**src/rtl/dbus_map_pkg.sv**
```systemverilog
// Data-bus address map and FSM state type shared by the interconnect and its decoder.
package dbus_map_pkg;

    localparam int unsigned MAP_ROWS = 4;

    typedef enum logic [1:0] {
        ST_IDLE,
        ST_REQ,
        ST_ERR,
        ST_DRAIN
    } type_dbus_state_e;

    // Rows: 0 DMEM, 1 CLINT, 2 UART, 3 GPIO
    localparam logic [31:0] SLV_BASE [MAP_ROWS] = '{
        32'h8000_0000, 32'h0200_0000, 32'h9000_0000, 32'h9000_0100
    };
    localparam logic [31:0] SLV_MASK [MAP_ROWS] = '{
        32'hFFFF_0000, 32'hFFFF_0000, 32'hFFFF_FF00, 32'hFFFF_FF00
    };

    function automatic logic addr_match(input logic [31:0] addr, input int unsigned row);
        return (addr & SLV_MASK[row]) == SLV_BASE[row];
    endfunction

endpackage

```
**src/rtl/dbus_addr_decode.sv**
```systemverilog
// Combinational address decoder: one-hot slave hit vector, lowest index wins on overlap.
module dbus_addr_decode #(
    parameter int unsigned NUM_SLAVES = 4,
    parameter int unsigned ADDR_W     = 32
) (
    input  logic [ADDR_W-1:0]     addr,
    output logic [NUM_SLAVES-1:0] hit,
    output logic                  any_hit
);
    import dbus_map_pkg::*;

    always_comb begin
        hit     = '0;
        any_hit = 1'b0;
        for (int unsigned i = 0; i < NUM_SLAVES; i++) begin
            if (!any_hit && addr_match(32'(addr), i)) begin
                hit[i]  = 1'b1;
                any_hit = 1'b1;
            end
        end
    end

endmodule

```
**src/rtl/dbus_interconnect.sv**
```systemverilog
// Single-master data-bus interconnect between the LSU port and NUM_SLAVES slave ports.
// Optional request timeout is built in when DBUS_TIMEOUT_EN is defined.
module dbus_interconnect #(
    parameter int unsigned NUM_SLAVES     = 4,
    parameter int unsigned ADDR_W         = 32,
    parameter int unsigned DATA_W         = 32,
    parameter int unsigned TIMEOUT_CYCLES = 255
) (
    input  logic                         clk,
    input  logic                         rst_n,
    input  logic                         lsu_req,
    input  logic                         lsu_w_en,
    input  logic [ADDR_W-1:0]            lsu_addr,
    input  logic [DATA_W-1:0]            lsu_wdata,
    input  logic [DATA_W/8-1:0]          lsu_sel,
    input  logic                         lsu_flush,
    output logic                         lsu_ack,
    output logic                         lsu_err,
    output logic [DATA_W-1:0]            lsu_rdata,
    output logic [NUM_SLAVES-1:0]        slv_req,
    output logic                         slv_w_en,
    output logic [ADDR_W-1:0]            slv_addr,
    output logic [DATA_W-1:0]            slv_wdata,
    output logic [DATA_W/8-1:0]          slv_sel,
    input  logic [NUM_SLAVES-1:0]        slv_ack,
    input  logic [NUM_SLAVES*DATA_W-1:0] slv_rdata
);
    import dbus_map_pkg::*;

    type_dbus_state_e      state;
    logic [NUM_SLAVES-1:0] dec_hit;
    logic                  dec_any;
    logic                  sel_ack;
    logic [DATA_W-1:0]     sel_rdata;
    logic                  err_ack_q;
    logic                  accept;
    logic                  req_done;
    logic                  to_expire;

    dbus_addr_decode #(
        .NUM_SLAVES (NUM_SLAVES),
        .ADDR_W     (ADDR_W)
    ) u_decode (
        .addr    (lsu_addr),
        .hit     (dec_hit),
        .any_hit (dec_any)
    );

    // slv_req is one-hot, so an AND-OR mux selects the active slave's data
    always_comb begin
        sel_ack   = |(slv_ack & slv_req);
        sel_rdata = '0;
        for (int unsigned i = 0; i < NUM_SLAVES; i++) begin
            if (slv_req[i]) begin
                sel_rdata = sel_rdata | slv_rdata[i*DATA_W +: DATA_W];
            end
        end
    end

    // Error ack is registered out of ERR; the LSU request seen alongside it is not a new access
    assign accept    = (state == ST_IDLE) && lsu_req && !lsu_flush && !err_ack_q;
    assign req_done  = (state == ST_REQ) && sel_ack && !lsu_flush;
    assign lsu_ack   = req_done || err_ack_q;
    assign lsu_err   = err_ack_q;
    assign lsu_rdata = req_done ? sel_rdata : '0;

`ifdef DBUS_TIMEOUT_EN
    localparam int unsigned CNT_W = $clog2(TIMEOUT_CYCLES + 1);

    logic [CNT_W-1:0] to_cnt;

    assign to_expire = (state == ST_REQ || state == ST_DRAIN)
                       && (to_cnt == CNT_W'(TIMEOUT_CYCLES - 1));

    always_ff @(posedge clk) begin
        if (!rst_n || accept) begin
            to_cnt <= '0;
        end else if ((state == ST_REQ || state == ST_DRAIN) && !sel_ack && !to_expire) begin
            to_cnt <= to_cnt + 1'b1;
        end
    end
`else
    // No timeout hardware in this build; REQ and DRAIN wait for the slave
    assign to_expire = 1'b0 && (TIMEOUT_CYCLES != 0);
`endif

    always_ff @(posedge clk) begin
        if (!rst_n) begin
            state     <= ST_IDLE;
            slv_req   <= '0;
            slv_w_en  <= 1'b0;
            slv_addr  <= '0;
            slv_wdata <= '0;
            slv_sel   <= '0;
            err_ack_q <= 1'b0;
        end else begin
            err_ack_q <= 1'b0;
            case (state)
                ST_IDLE: begin
                    if (accept) begin
                        slv_w_en  <= lsu_w_en;
                        slv_addr  <= lsu_addr;
                        slv_wdata <= lsu_wdata;
                        slv_sel   <= lsu_sel;
                        if (dec_any) begin
                            slv_req <= dec_hit;
                            state   <= ST_REQ;
                        end else begin
                            state   <= ST_ERR;
                        end
                    end
                end
                ST_REQ: begin
                    if (sel_ack) begin
                        slv_req <= '0;
                        state   <= ST_IDLE;
                    end else if (to_expire) begin
                        slv_req <= '0;
                        state   <= lsu_flush ? ST_IDLE : ST_ERR;
                    end else if (lsu_flush) begin
                        state   <= ST_DRAIN;
                    end
                end
                ST_ERR: begin
                    err_ack_q <= !lsu_flush;
                    state     <= ST_IDLE;
                end
                ST_DRAIN: begin
                    if (sel_ack || to_expire) begin
                        slv_req <= '0;
                        state   <= ST_IDLE;
                    end
                end
                default: state <= ST_IDLE;
            endcase
        end
    end

endmodule

```
**config.mk**
```make
export PLATFORM = sky130hd
export DESIGN_NAME = dbus_interconnect
export DESIGN_NICKNAME = d
export VERILOG_FILES = /design/src/rtl/dbus_map_pkg.sv /design/src/rtl/dbus_addr_decode.sv /design/src/rtl/dbus_interconnect.sv
export SDC_FILE = /design/constraint.sdc
export NUM_CORES = 1
export LEC_CHECK = 0
export CAP_MARGIN = 20
export CORE_AREA = 2 2 122 124
export CTS_CLUSTER_DIAMETER = 60
export DETAILED_ROUTE_END_ITERATION = 6
export DIE_AREA = 0 0 124 126
export PLACE_DENSITY_LB_ADDON = 0.12
export SLEW_MARGIN = 40
export SYNTH_ARGS = -nofsm -noshare
export SYNTH_HDL_FRONTEND = slang
export SYNTH_HIERARCHICAL = 1
export SYNTH_SLANG_ARGS = --single-unit
```
**constraint.sdc**
```tcl
create_clock -name clk -period 5.39 [get_ports clk]
set_input_delay 1.3475 -clock clk [delete_from_list [all_inputs] [get_ports clk]]
set_output_delay 1.3475 -clock clk [all_outputs]
set_load 0.01 [all_outputs]
```
After elaboration in Yosys (flattened, before gate mapping)
Index checks and enable logic that the tools add are counted.
- bits in registers: 76
- latch bits: 0
- memory bits (writable): 0
- ROM bits: 0
- input port bits: 205
- output and inout bits: 107
- logic and storage cells: 67
- memories: 0
- $add $sub $neg: 0
- multiply operators: 0
- div/mod/pow operators: 0
- $lt $le $gt $ge: 0
- equal/unequal tests: 12
- shift operators: 0
- mux-type cells: 22
- bitwise logic cells: 4
- reduce and logical (&&, ||, !) cells: 22
- operators by type and width (operator ; number):
    32-bit two-way mux ; 5
    32-bit OR ; 3
    24-bit == test, second input constant ; 2
    16-bit by 10-bit == test with 1-bit output, second input constant ; 1
    16-bit == test, second input constant ; 1
    4-bit two-way mux ; 3
    2-bit two-way mux ; 5
    1-bit logical AND ; 8
    2-bit case mux with 4 select lines ; 1
    4-bit case mux with 2 select lines ; 1
    1-bit two-way mux ; 7
    2-bit != test, second input constant ; 3
    1-bit logical NOT ; 5
    4-bit bitwise AND ; 1
    2-bit == test, second input constant ; 2
    2-bit AND reduction ; 2
    4-bit AND reduction ; 1
    4-bit OR reduction ; 1
    3-bit != test, second input constant ; 1
    3-bit AND reduction ; 1
    2-bit by 1-bit == test with 1-bit output, second input constant ; 1
    2-bit logical NOT ; 1
    2-bit by 1-bit != test with 1-bit output, second input constant ; 1
    2-bit nonzero test ; 1
    2 further kinds ; 2

Longest topological paths before layout
- depth in word-level cells: 14
- gate-level depth with buffers: 5
- gate-level depth less buffers: 5

Modules after synthesis
Netlist, hierarchy kept.
- modules (own cells, without submodules) (module ; instances ; cells each ; area each (sq um) ; seq. area each (sq um)):
    dbus_interconnect ; 1 ; 466 ; 3613.5 ; 1521.5
    dbus_addr_decode ; 1 ; 17 ; 98.8 ; 0.0

Least setup slack after synthesis
Ideal clock, no wire load.
- kind: in2out
- start: input slv_ack[2]
- end: output lsu_rdata[10]
- arrival time: 2.341 ns
- required time: 4.043 ns
- path slack: 1.701 ns
- stages on the path: 4
- path buffers: 1
- cells stage by stage: a22o_1 -> o211ai_1 -> clkbuf_1 -> a21oi_1
- longest elaborated chain between the ends: 5
- RTL lines (element ; RTL line ; text):
    start: declaration ; dbus_interconnect.sv:25 ; input logic [NUM_SLAVES-1:0] slv_ack,
    4-bit bitwise AND ; dbus_interconnect.sv:51 ; sel_ack = |(slv_ack & slv_req);
    4-bit OR reduction ; dbus_interconnect.sv:51 ;
    1-bit logical AND (2 in series) ; dbus_interconnect.sv:62 ; assign req_done = (state == ST_REQ) && sel_ack && !lsu_flush;
    32-bit two-way mux ; dbus_interconnect.sv:65 ; assign lsu_rdata = req_done ? sel_rdata : '0;
    end: declaration ; dbus_interconnect.sv:19 ; output logic [DATA_W-1:0] lsu_rdata,
No other way between the ends.

Worst setup path after layout
- start: input slv_ack[2]
- end: output lsu_rdata[13]
Same word-level chain as after synthesis.

==> summary.md <==
The internal power consumption came out at 1.19 mW. Gates resized during post-CTS repair numbered 0. In the synthesized netlist the dominant register cell turns out to be dfxtp_1. The total count of hold-check failures in the final report is 0.

After clock tree synthesis, the clock-pin slew on the worst setup and hold paths is 0.06 ns. The setup check on the worst reg-to-reg path leaves a slack of 2.96 ns. For the pin with the worst max-slew slack, the measured transition is 0.691 ns. The kind of cell with the highest combined delay on the critical path is buffers and inverters. In this run the mean area of a mapped cell was 7.69 sq um.

Reg-to-reg startpoint: state[0]. After detailed routing, the number of remaining DRC violations is 0. TritonCTS built the clock tree. The tools report the critical path startpoint as slv_ack[2]. Class of the worst hold path: reg -> reg.

For the sequential fraction of design power, the log shows 38.7%. The share of total power consumed by net switching is 23.1%, and the number of clock sinks is 76. The die covers 15,600 sq um.

The top-area cell type share of the netlist area was 41.0%. The worst setup path is launched from an input pin. The standby leakage power is 2.30 nW, and the worst-case reg-to-reg path depth is 5. Setup violations remaining at the end of the flow were counted as 0. From left edge to right edge, the die measures 124 um. The final period demand of the worst path is 4.65 ns, and the data required time of the critical path is 4.04 ns.

Among all stages on the critical path, the largest delay is contributed by clkdlybuf4s50_1. The count of nets left with antenna violations once routing finished came out at 0. The global routing usage on met3 was 5.71%. In the global route stage, met2 resource usage came out at 38.8%. Measured against its own limit, the worst slew margin works out to 53.9%. Setup repair after global routing left no endpoint under its margin.

The fraction of layout cells with a size suffix above 1 was 4.18%. Among all cell types in the netlist, the one instantiated most often is a21oi_1. Cell chosen for the clock root: clkbuf_16. TritonCTS created 9 clock buffers.

The remaining global-route overflow came out at 0. Following the worst setup path forward leads to its endpoint at lsu_rdata[13]. met2 is the most crowded layer.

After synthesis the netlist holds a flip-flop and latch count of 76. In the global route stage, met1 resource usage came out at 26.2%. In this run the post-CTS setup repair buffer count came out at 0. Entering global routing, the biggest net connects 74 pins. For the number of H-tree levels, the log shows 3.

Sorting the synthesized cells by how often they occur yields a21oi_1, dfxtp_1, nand3_1. The post-synth net total is 688, and the per-cell routed wire length is 19.3 um. In the post-synthesis netlist, the biggest area contributors are dfxtp_1, a21oi_1, a22oi_1, nand3_1, o21ai_0. The count of nets after finishing was 965; the final wirelength was 18.4 mm. For this block, the via count after detailed routing is 4,962. In this run, post-CTS hold repair placed 0 buffers. For the floorplan row count, the log shows 44. The type of the worst setup path was in -> out. The aggregate global-route resource usage came out at 22.5%. The capture instance of the worst register-to-register path is state[1].

After synthesis the cells add up to 3710 sq um. Compared with the post-synthesis result, the final layout area differs by 95.7%. Relative contribution of combinational cells to total power: 18.8%.

For this run, the detailed router's first-pass iteration total came to 5. In this run the number of cells on the critical path is 6. The biggest area contributor in the post-synthesis netlist is dfxtp_1.

Dividing the detail-routed via count by the number of cells gives 5.21. The first-pass GRT wire length came out at 27.1 mm. For the arrival time reported for the critical path endpoint, the log shows 3.31 ns.

The run gives 4,888 as the number of global-route vias before repair. In this run the worst path has a maximum fanout of 33. Dominant cell type by count on the critical path: clkdlybuf4s50_1. The flow ran to the end, and the final reports show no timing, DRC or antenna violations. VDD sags by at most 0.000202 V. The number of antenna violations at the first check in global routing was 4; the total power after layout was 1.55 mW. The largest stage delay on the critical path is 0.58 ns. After technology mapping, the gate count stands at 483. Setup total negative slack on the finished layout was measured at 0 ns. The tools report the detailed placer's ending HPWL as 13.5 mm.

Counting both buffers and inverters, the worst setup path holds a total of 3. Of all flip-flops after synthesis, the portion carrying an async set or reset was 0%. The run gives 0.358 mW as the switching power summed over all nets. The clock reaches the later pin of the worst-skew pair after 0.34 ns. Post-synthesis sequential area ratio: 41.0%.

Between clock sinks in the finished design, the worst skew comes to 0.0148 ns. Max-cap violations in this run came to 0. The logs give 2 for the maximum buffer depth of the clock tree and 286 for the number of DRC markers after the initial detailed-route iteration.

The floorplan step defined a core boundary enclosing 14,300 sq um. The tools report the number of pins with negative max-slew slack in the final report as 0. The post-route clock period utilization was 86.3%. In this run the power density over the cells is 213 nW/um^2. The critical path goes through clkdlybuf4s50_1, a22o_1, o211ai_1, buf_4, a21oi_1, clkdlybuf4s50_1. In this run the vertical extent of the chip is 126 um. The final weighted congestion of routability-driven global placement is 0.869. The clock network burns 42.5% of the power. The peak clock frequency supported by timing is 0.215 GHz. The worst setup path is captured at an output port. During synthesis, Yosys emitted a total of 6 warnings. For this configuration, the core starts out at a cell density of 25.9%. Buffers placed on the I/O ports in this run total 311. The synthesized design contains 0 enable-type register cells. Yosys mapped the design onto 29 distinct sky130hd cell types. The logs give 1,382 for the layout filler cell count and 312 for the number of I/O pins.
-- layout make-up --
cell class / instances / area (sq um) / share of cell area, %
clock inverter: 6 / 93.8 / 1.29
clock buffer: 10 / 229 / 3.15
timing repair buffer: 323 / 3200 / 44.1
antenna: 4 / 10.0 / 0.138
inverter: 7 / 26.3 / 0.362
sequential: 76 / 1520 / 21.0
multi-input combinational: 343 / 1950 / 26.8
tap: 184 / 230 / 3.17
-- kinds of logic (layout without fill, tap and decap cells) --
| group | count (synthesis) | in the layout | synth area share (%) |
|---|---|---|---|
| AOI/OAI and AO/OA | 246 | 246 | 38.4 |
| DFF | 76 | 76 | 41.0 |
| other | 0 | 4 | 0 |
| buffers and inverters | 64 | 346 | 6.71 |
| and+or+nand+nor | 97 | 97 | 14.0 |
-- sequential cells by signal, indices dropped and copies added (netlist names) --
signal and count:
slv_sel 4, slv_wdata 32, slv_req 4, slv_addr 32, lsu_err 1, slv_w_en 1
state 2
-- worst register-to-register path: stages, from the launching register on --
cell     delay, ns
dfxtp_2       0.32
buf_4         0.55
inv_2         0.34
buf_4         0.41
or4_1         0.60
a21oi_1       0.15
-- power groups by stage --
| stage | clock network, mW | logic [mW] | registers (mW) |
|---|---|---|---|
| 2_1_floorplan | 0 | 0.0570 | 0.622 |
| 3_3_place_gp | 0 | 0.286 | 0.610 |
| 3_5_place_dp | 0 | 0.291 | 0.611 |
| 4_1_cts | 0.675 | 0.293 | 0.598 |
| 5_1_grt | 0.703 | 0.312 | 0.602 |
| 6_report | 0.658 | 0.291 | 0.598 |
-- stage by stage --
step	cell area [sq um]	utilization (%)	worst slack (ns)	instances	hold slack (ns)
CTS	7260	50.7	0.758	949	0.474
detailed placement	6930	48.4	0.767	933	0.466
floorplan	3710	-	1.70	483	0.493
global route	7270	50.8	0.656	953	0.496
global placement	6930	48.4	0.832	932	0.461
finish	7270	50.8	0.737	953	0.473
-- layer usage --
layer	part of all wire (%)	routed length [um]
met1	39	7120
met2	51	9330
met3	8.3	1520
met4	2.2	400
met5	0	0
-- how the worst min path moves through the flow --
| stage | startpoint | end | cells past startpoint | slack [ns] |
|---|---|---|---|---|
| CTS | slv_wdata[3] | slv_wdata[3] | 2 | 0.47 |
| global placement | slv_addr[15] | slv_addr[15] | 2 | 0.46 |
| global route | slv_wdata[28] | slv_wdata[28] | 2 | 0.50 |
| detailed placement | slv_wdata[11] | slv_wdata[11] | 2 | 0.47 |
| floorplan | state[1] | lsu_err | 1 | 0.49 |
| finish | slv_wdata[3] | slv_wdata[3] | 2 | 0.47 |
-- cell usage in the layout (no fill, tap or decap), types with 2 or more instances in the layout --
cell / netlist / layout
nor3_1: 6 / 6
buf_4: 0 / 12
nand2_1: 4 / 4
inv_2: 2 / 2
nand3_1: 69 / 69
a22oi_1: 64 / 64
nor4b_1: 2 / 2
inv_1: 5 / 5
nor4_1: 3 / 3
clkbuf_16: 0 / 9
o21ai_1: 7 / 7
o32ai_1: 4 / 4
o21a_1: 2 / 2
a21oi_1: 103 / 103
o21ai_0: 62 / 62
inv_6: 0 / 2
a22o_1: 2 / 2
nand4_1: 2 / 2
diode_2: 0 / 4
clkdlybuf4s50_1: 0 / 311
dfxtp_1: 76 / 75
bufinv_16: 0 / 2
nor2_1: 2 / 2
nand2b_1: 3 / 3
No activity file was read; power rests on OpenSTA's default activity.
